$ cat config.mk
export PLATFORM = sky130hd
export DESIGN_NAME = diamond_collect_tracker
export DESIGN_NICKNAME = d
export VERILOG_FILES = /design/src/rtl/diamond_pkg.sv /design/src/rtl/diamond_hit_detect.sv /design/src/rtl/diamond_collect_tracker.sv
export SDC_FILE = /design/constraint.sdc
export NUM_CORES = 1
export LEC_CHECK = 0
export ABC_AREA = 1
export CELL_PAD_IN_SITES_DETAIL_PLACEMENT = 1
export CELL_PAD_IN_SITES_GLOBAL_PLACEMENT = 1
export CORE_MARGIN = 5
export CORE_UTILIZATION = 50
export CTS_CLUSTER_DIAMETER = 40
export DETAILED_ROUTE_END_ITERATION = 7
export HOLD_SLACK_MARGIN = 0.06
export PLACE_DENSITY_LB_ADDON = 0.1
export SYNTH_ARGS = -nofsm -noshare
export SYNTH_HDL_FRONTEND = slang
export SYNTH_SLANG_ARGS = --single-unit
$ cat constraint.sdc
create_clock -name Clk -period 2.69 [get_ports Clk]
set_clock_uncertainty 0.2 [all_clocks]
set_input_delay 0.538 -clock Clk [delete_from_list [all_inputs] [get_ports Clk]]
set_output_delay 0.538 -clock Clk [all_outputs]
set_load 0.02 [all_outputs]
$ cat src/rtl/diamond_pkg.sv
// rtl/diamond_pkg.sv - shared types, probe offsets, level layouts and popcount for the diamond tracker
package diamond_pkg;

  localparam int DEF_COORD_W      = 10;
  localparam int MAX_DIAMONDS     = 16;
  localparam int POP_W            = $clog2(MAX_DIAMONDS + 1);
  localparam int DEF_DIAMOND_SIZE = 20;
  localparam int DEF_PROBE_DX     = 8;
  localparam int DEF_PROBE_DY     = 4;

  typedef logic [DEF_COORD_W-1:0] coord_t;

  // Level 1 layouts; diamond 0 sits in the least significant slot.
  localparam logic [3*DEF_COORD_W-1:0] L1_BLUE_X = {10'd640, 10'd600, 10'd460};
  localparam logic [3*DEF_COORD_W-1:0] L1_BLUE_Y = {10'd300, 10'd300, 10'd408};
  localparam logic [3*DEF_COORD_W-1:0] L1_RED_X  = {10'd200, 10'd120, 10'd40};
  localparam logic [3*DEF_COORD_W-1:0] L1_RED_Y  = {10'd60,  10'd60,  10'd440};

  function automatic logic [POP_W-1:0] popcount(input logic [MAX_DIAMONDS-1:0] v);
    logic [POP_W-1:0] n;
    n = '0;
    for (int i = 0; i < MAX_DIAMONDS; i++) n = n + POP_W'(v[i]);
    return n;
  endfunction

endpackage

$ cat src/rtl/diamond_hit_detect.sv
// rtl/diamond_hit_detect.sv - combinational 8-probe sprite/diamond box test
module diamond_hit_detect
  import diamond_pkg::*;
#(
  parameter int COORD_W  = DEF_COORD_W,
  parameter int SIZE     = DEF_DIAMOND_SIZE,
  parameter int PROBE_DX = DEF_PROBE_DX,
  parameter int PROBE_DY = DEF_PROBE_DY
) (
  input  logic [COORD_W-1:0] x,
  input  logic [COORD_W-1:0] y,
  input  logic [6:0]         width,
  input  logic [6:0]         height,
  input  logic [COORD_W-1:0] dx,
  input  logic [COORD_W-1:0] dy,
  output logic               hit
);

  // Two spare bits keep every probe sum exact, so off-screen probes stay off-screen.
  localparam int W = COORD_W + 2;
  localparam logic signed [W-1:0] S_SIZE = W'(SIZE);
  localparam logic signed [W-1:0] S_DX   = W'(PROBE_DX);
  localparam logic signed [W-1:0] S_DY   = W'(PROBE_DY);
  localparam logic signed [W-1:0] S_LIM  = W'(2 ** COORD_W);

  logic signed [W-1:0] xs, ys, half_w, half_h, left, right, top, bot, lo_x, lo_y;
  logic signed [W-1:0] px [8];
  logic signed [W-1:0] py [8];

  assign xs     = $signed(W'(x));
  assign ys     = $signed(W'(y));
  assign half_w = $signed(W'(width[6:1]));
  assign half_h = $signed(W'(height[6:1]));
  assign lo_x   = $signed(W'(dx));
  assign lo_y   = $signed(W'(dy));
  assign left   = xs - half_w;
  assign right  = xs + half_w;
  assign top    = ys - half_h;
  assign bot    = ys + half_h;

  assign px[0] = xs;         assign py[0] = top;
  assign px[1] = xs;         assign py[1] = bot;
  assign px[2] = left;       assign py[2] = ys;
  assign px[3] = right;      assign py[3] = ys;
  assign px[4] = xs - S_DX;  assign py[4] = bot - S_DY;
  assign px[5] = xs + S_DX;  assign py[5] = bot + S_DY;
  assign px[6] = xs - S_DX;  assign py[6] = top - S_DY;
  assign px[7] = xs + S_DX;  assign py[7] = top + S_DY;

  function automatic logic in_span(input logic signed [W-1:0] p, input logic signed [W-1:0] lo);
    return (p >= lo) && (p < lo + S_SIZE) && (p < S_LIM);
  endfunction

  always_comb begin
    hit = 1'b0;
    for (int i = 0; i < 8; i++) begin
      if (in_span(px[i], lo_x) && in_span(py[i], lo_y)) hit = 1'b1;
    end
  end

endmodule

$ cat src/rtl/diamond_collect_tracker.sv
// rtl/diamond_collect_tracker.sv - sticky per-diamond eaten flags, eat pulses and collected count
module diamond_collect_tracker
  import diamond_pkg::*;
#(
  parameter int NUM_DIAMONDS = 3,
  parameter int COORD_W      = DEF_COORD_W,
  parameter int DIAMOND_SIZE = DEF_DIAMOND_SIZE,
  parameter int PROBE_DX     = DEF_PROBE_DX,
  parameter int PROBE_DY     = DEF_PROBE_DY,
  parameter int CNT_W        = $clog2(NUM_DIAMONDS + 1)
) (
  input  logic                            Clk,
  input  logic                            Reset,
  input  logic                            sample_en,
  input  logic                            level_clear,
  input  logic [COORD_W-1:0]              x,
  input  logic [COORD_W-1:0]              y,
  input  logic [6:0]                      width,
  input  logic [6:0]                      height,
  input  logic [NUM_DIAMONDS*COORD_W-1:0] diamond_x,
  input  logic [NUM_DIAMONDS*COORD_W-1:0] diamond_y,
  output logic [NUM_DIAMONDS-1:0]         eaten,
  output logic [NUM_DIAMONDS-1:0]         eat_pulse,
  output logic [CNT_W-1:0]                collected_cnt,
  output logic                            all_collected
);

  logic [NUM_DIAMONDS-1:0] hit, new_eat, eaten_d;
  logic [MAX_DIAMONDS-1:0] eaten_wide;
  logic [CNT_W-1:0]        cnt_d;

  for (genvar i = 0; i < NUM_DIAMONDS; i++) begin : g_det
    diamond_hit_detect #(
      .COORD_W  (COORD_W),
      .SIZE     (DIAMOND_SIZE),
      .PROBE_DX (PROBE_DX),
      .PROBE_DY (PROBE_DY)
    ) u_det (
      .x      (x),
      .y      (y),
      .width  (width),
      .height (height),
      .dx     (diamond_x[i*COORD_W +: COORD_W]),
      .dy     (diamond_y[i*COORD_W +: COORD_W]),
      .hit    (hit[i])
    );
  end

  // Count is taken from the next eaten vector so it lands on the same edge, never a cycle late.
  always_comb begin
    new_eat = '0;
    eaten_d = eaten;
    if (level_clear) begin
      eaten_d = '0;
    end else if (sample_en) begin
      new_eat = hit & ~eaten;
      eaten_d = eaten | new_eat;
    end
    eaten_wide = '0;
    eaten_wide[NUM_DIAMONDS-1:0] = eaten_d;
    cnt_d = CNT_W'(popcount(eaten_wide));
  end

  always_ff @(posedge Clk or negedge Reset) begin
    if (!Reset) begin
      eaten         <= '0;
      eat_pulse     <= '0;
      collected_cnt <= '0;
      all_collected <= 1'b0;
    end else begin
      eaten         <= eaten_d;
      eat_pulse     <= new_eat;
      collected_cnt <= cnt_d;
      all_collected <= (cnt_d == CNT_W'(NUM_DIAMONDS));
    end
  end

endmodule

==> results of run 1 <==
[through the flow]
stage / std cells / cell area [um^2] / hold slack, ns / setup slack [ns]
3_3_place_gp: 3565 / 23600 / 0.260 / -2.82
2_1_floorplan: 2419 / 17500 / 0.0424 / -1.74
[kinds of logic after synthesis]
logic type                 Yosys count  share of synthesized area (%)
AOI/OAI and AO/OA                  487                           16.5
and+or+nand+nor                    890                           24.0
xor gates and xnor gates            80                           4.16
buffers and inverters              310                           6.96
DFF                                  9                           1.31
adders and majority gates          643                           47.0
==> results.toml, run 1 <==
[outcome]
status = "aborted with a tool error"
haltStage = "detailed placement (3_5_place_dp)"
first_error_line_in_the_log = "[ERROR DPL-0033] detailed placement checks failed during check placement."

[yosys]
synthCells = 2419
post-synth-top-area-cell = "sky130_fd_sc_hd__ha_1"
ys_dominant_reg_cell = "sky130_fd_sc_hd__dfrtp_1"
netlist.area_leader.share_pct = 46.4
async_flop_share_pct = 100
syn_area_per_cell_um2 = 7.11
synth.net_count = 3160
synth-edff-count = 0
synth_cell_type_count = 54
ys_warn_count = 0
mappedNetlistArea_um2 = 17200
synth_seq_area_share_pct = 1.31
postSynthRegisterBits = 9
synthTopCellsByArea = "sky130_fd_sc_hd__ha_1 46%, sky130_fd_sc_hd__nand2_1 8.9%, sky130_fd_sc_hd__a21oi_1 7.9%, sky130_fd_sc_hd__inv_1 6.2%, sky130_fd_sc_hd__xor2_1 3.8%"
netlist_top_cells_count = "638 x sky130_fd_sc_hd__ha_1, 406 x sky130_fd_sc_hd__nand2_1, 284 x sky130_fd_sc_hd__inv_1"
cell_with_the_most_instances_after_synthesis = "sky130_fd_sc_hd__ha_1"

[placement]
numPortBuffers = 104
place_hpwl_um = 90800
globalplace.congestion = 1.04

[floorplan]
number_of_cell_rows = 68
top_level_i_o_count = 107
fp.dieW_um = 195
initial_core_util_pct = 50.3
die_h_um = 195
==> run 2: changes to the inputs <==
==> config.mk (replaced) <==
export PLATFORM = sky130hd
export DESIGN_NAME = diamond_collect_tracker
export DESIGN_NICKNAME = d
export VERILOG_FILES = /design/src/rtl/diamond_pkg.sv /design/src/rtl/diamond_hit_detect.sv /design/src/rtl/diamond_collect_tracker.sv
export SDC_FILE = /design/constraint.sdc
export NUM_CORES = 1
export LEC_CHECK = 0
export ABC_AREA = 1
export CORE_MARGIN = 5
export CORE_UTILIZATION = 40
export DETAILED_ROUTE_END_ITERATION = 7
export PLACE_DENSITY_LB_ADDON = 0.15
export SYNTH_ARGS = -nofsm -noshare
export SYNTH_HDL_FRONTEND = slang
export SYNTH_SLANG_ARGS = --single-unit
==> results.toml, run 2 <==
[placement]
globalplace.congestion = 0.985
place_hpwl_um = 63500
postPlaceCellArea_um2 = 24000
numPortBuffers = 104

[routing]
detailedRoute.firstIterationViolations = 1399
vias_per_cell = 5.46
dr_total_vias = 20460
detailedRoute.firstPassIterationCount = 7
post_drt_wl_per_cell_um = 19.9
routed_wl_um = 74400
drc = 0
postRouteAntennaNets = 0

[power]
power_density_nw_per_um2 = 351
p_leak_nw = 13.6
power.switching_mw = 4.80
power.combinational.fraction_pct = 95.2
clkPwrFrac_pct = 2.9
sw_frac_of_total_pct = 53.5
power.ir.vdd_worst_v = 0.000348
internal-power_mw = 4.17
power.sequential.fraction_pct = 1.9

[timing]
setup_slack_ns = -2.01
fmax_mhz = 213
drv_slew = 0
final.period_utilization_pct = 175
worst_slew_pin_slew_ns = 0.888
timing_hold_violations_final = 0
rsz_0062_raised_after_global_routing = "true"
setup_violations = 9
timing.hold.ws_ns = 0.283
final.setup.tns_ns = -15.04
finalCriticalPeriod_ns = 4.70
relSlewSlack_pct = 40.6

[yosys]
synth-edff-count = 0
synth_top_family_by_area = "adder cells"
ys_warn_count = 0
netlist_top_cells_count = "638 x sky130_fd_sc_hd__ha_1, 406 x sky130_fd_sc_hd__nand2_1, 284 x sky130_fd_sc_hd__inv_1"
synth_adder_area_share_pct = 47.0
syn_area_per_cell_um2 = 7.11
synth.net_count = 3160
synth_compound_gate_area_share_pct = 16.5
synthTopCellsByArea = "sky130_fd_sc_hd__ha_1 46%, sky130_fd_sc_hd__nand2_1 8.9%, sky130_fd_sc_hd__a21oi_1 7.9%, sky130_fd_sc_hd__inv_1 6.2%, sky130_fd_sc_hd__xor2_1 3.8%"
netlist.area_leader.share_pct = 46.4
async_flop_share_pct = 100
yosys.area_share.xor_xnor_pct = 4.16
ys_dominant_reg_cell = "sky130_fd_sc_hd__dfrtp_1"
muxShareOfSynthArea_pct = 0
postSynthRegisterBits = 9
synth_simple_gate_area_share_pct = 24.0
post-synth-top-area-cell = "sky130_fd_sc_hd__ha_1"
mappedNetlistArea_um2 = 17200
synthCells = 2419
synth_cell_type_count = 54
synth_seq_area_share_pct = 1.31
cell_with_the_most_instances_after_synthesis = "sky130_fd_sc_hd__ha_1"

[worst_setup_path]
critPathTopFamily = "simple AND/OR/NAND/NOR gates"
worst_path_most_repeated_cell = "sky130_fd_sc_hd__nand2_1"
crit_path_end_kind = "flip-flop"
crit_path_max_fanout = 6
worstPathBufferInverterCount = 5
timing.critical_path.slowest_stage_cell = "sky130_fd_sc_hd__fa_1"
cp_data_arrival_time_ns = 4.62
worst_reg_to_reg_path_cell_count = 5
critical_path.max_stage_delay_ns = 0.50
criticalPathCategory = "in2reg"
startpoint_type = "primary input"
crit_required_ns = 2.61
timing.critical_path.depth = 28

[final_layout]
layout_common_cells = "646 x sky130_fd_sc_hd__buf_4, 596 x sky130_fd_sc_hd__ha_1, 382 x sky130_fd_sc_hd__nand2_1"
area_growth_pct = 48.7
drive_above_1_share_pct = 30.8
post-route-cell-area_um2 = 25600
layout_top_registers = "eat_pulse x3, eaten x3, collected_cnt x2"
nFillCells = 3912
mostFrequentLayoutCell = "sky130_fd_sc_hd__buf_4"
design.final.nets = 3940

[floorplan]
number_of_cell_rows = 76
initial_core_util_pct = 40.2
die_h_um = 217
die-area_um2 = 47200
fp.dieW_um = 217
placeableCoreArea_um2 = 42800
top_level_i_o_count = 107

[cts]
clockBufferDepth = 2
clock_tree_from_tritoncts = "yes"
tritoncts_num_sinks = 9
ctsRootBufferMaster = "sky130_fd_sc_hd__clkbuf_16"
hold_buffers = 0
cts.clk_slew.worst_paths_ns = 0.04
cts_inserted_buffers = 3
clk-insertion-delay-late_ns = 0.23
cts-htree-levels = 1

[global_route]
number_of_global_route_vias_before_repair = 19939
grt-ovfl-total = 0
antenna_found_initial = 2
grt_first_pass_wirelength_um = 113000
globalRouteTotalUtil_pct = 30.3
grt_start_max_net_pins = 14

[outcome]
status = "finished with violations"
failed_checks = "setup timing"

[worst_hold_path]
worstHoldPathType = "reg2reg"
hold_depth = 1

[run]
max-cap-violations = 0
==> run 2: cell counts after synthesis <==
Identical to the previous run, type by type.
==> run 2: power by group through the flow <==
stage | registers, mW | clock network, mW | logic (mW)
after global routing | 0.172 | 0.275 | 9.39
after global placement | 0.172 | 0 | 7.47
final | 0.170 | 0.259 | 8.53
after floorplan | 0.203 | 0 | 4.11
after detailed placement | 0.172 | 0 | 7.67
after CTS | 0.171 | 0.266 | 8.18
==> run 2: layout make-up <==
cell class	instances	area (um^2)	share of cell area (%)
Timing Repair Buffer	783	6340	24.8
Multi-Input combinational cell	2100	17100	66.8
Inverter	302	1150	4.51
Tap cell	546	683	2.67
Clock buffer	4	78.8	0.308
Antenna cell	1	2.50	0.00979
Sequential cell	9	225	0.881
==> run 2: cells by family after synthesis <==
| kind of cell | Yosys count |
|---|---|
| AO/OA/AOI/OAI | 487 |
| adder cells (fa/ha/maj) | 643 |
| flip-flops | 9 |
| buffers and inverters | 310 |
| XOR/XNOR | 80 |
| AND/OR/NAND/NOR | 890 |
==> run 2: per-layer routing <==
metal	GRT usage (%)	up-vias	share of wire, %
met3	5.11	126	8.1
li1	-	10142	-
met4	7.25	2	2.7
met5	0	-	0.017
met2	46.4	693	42
met1	44.4	9497	48
==> run 2: timing repair <==
item	CTS	global route
setup endpoints to repair	9	9
cloned	0	0
pin swaps	124	56
buffers inserted	50	5
gates resized for setup	235	59
==> run 2: worst paths after layout <==
check                          from       endpoint  slack (ns)
max in group asynchronous     Reset   eat_pulse[1]        1.62
setup reg to reg           eaten[0]  all_collected        1.21
setup / recovery               y[0]  all_collected       -2.01
hold reg to reg            eaten[1]   eat_pulse[1]        0.28
hold / removal             eaten[1]   eat_pulse[1]        0.28
min in group asynchronous     Reset  all_collected        0.40
==> run 2: metrics by stage <==
stage	std cells	total power, mW	utilization [%]	worst slack [ns]
floorplan	2419	4.31	-	-1.74
global placement	3690	7.64	56.1	-2.77
finish	3745	8.96	59.7	-2.01
detailed placement	3690	7.84	56.1	-2.75
CTS	3739	8.62	59.1	-1.87
global route	3744	9.84	59.7	-2.22
(Power assumes the default switching activity.)
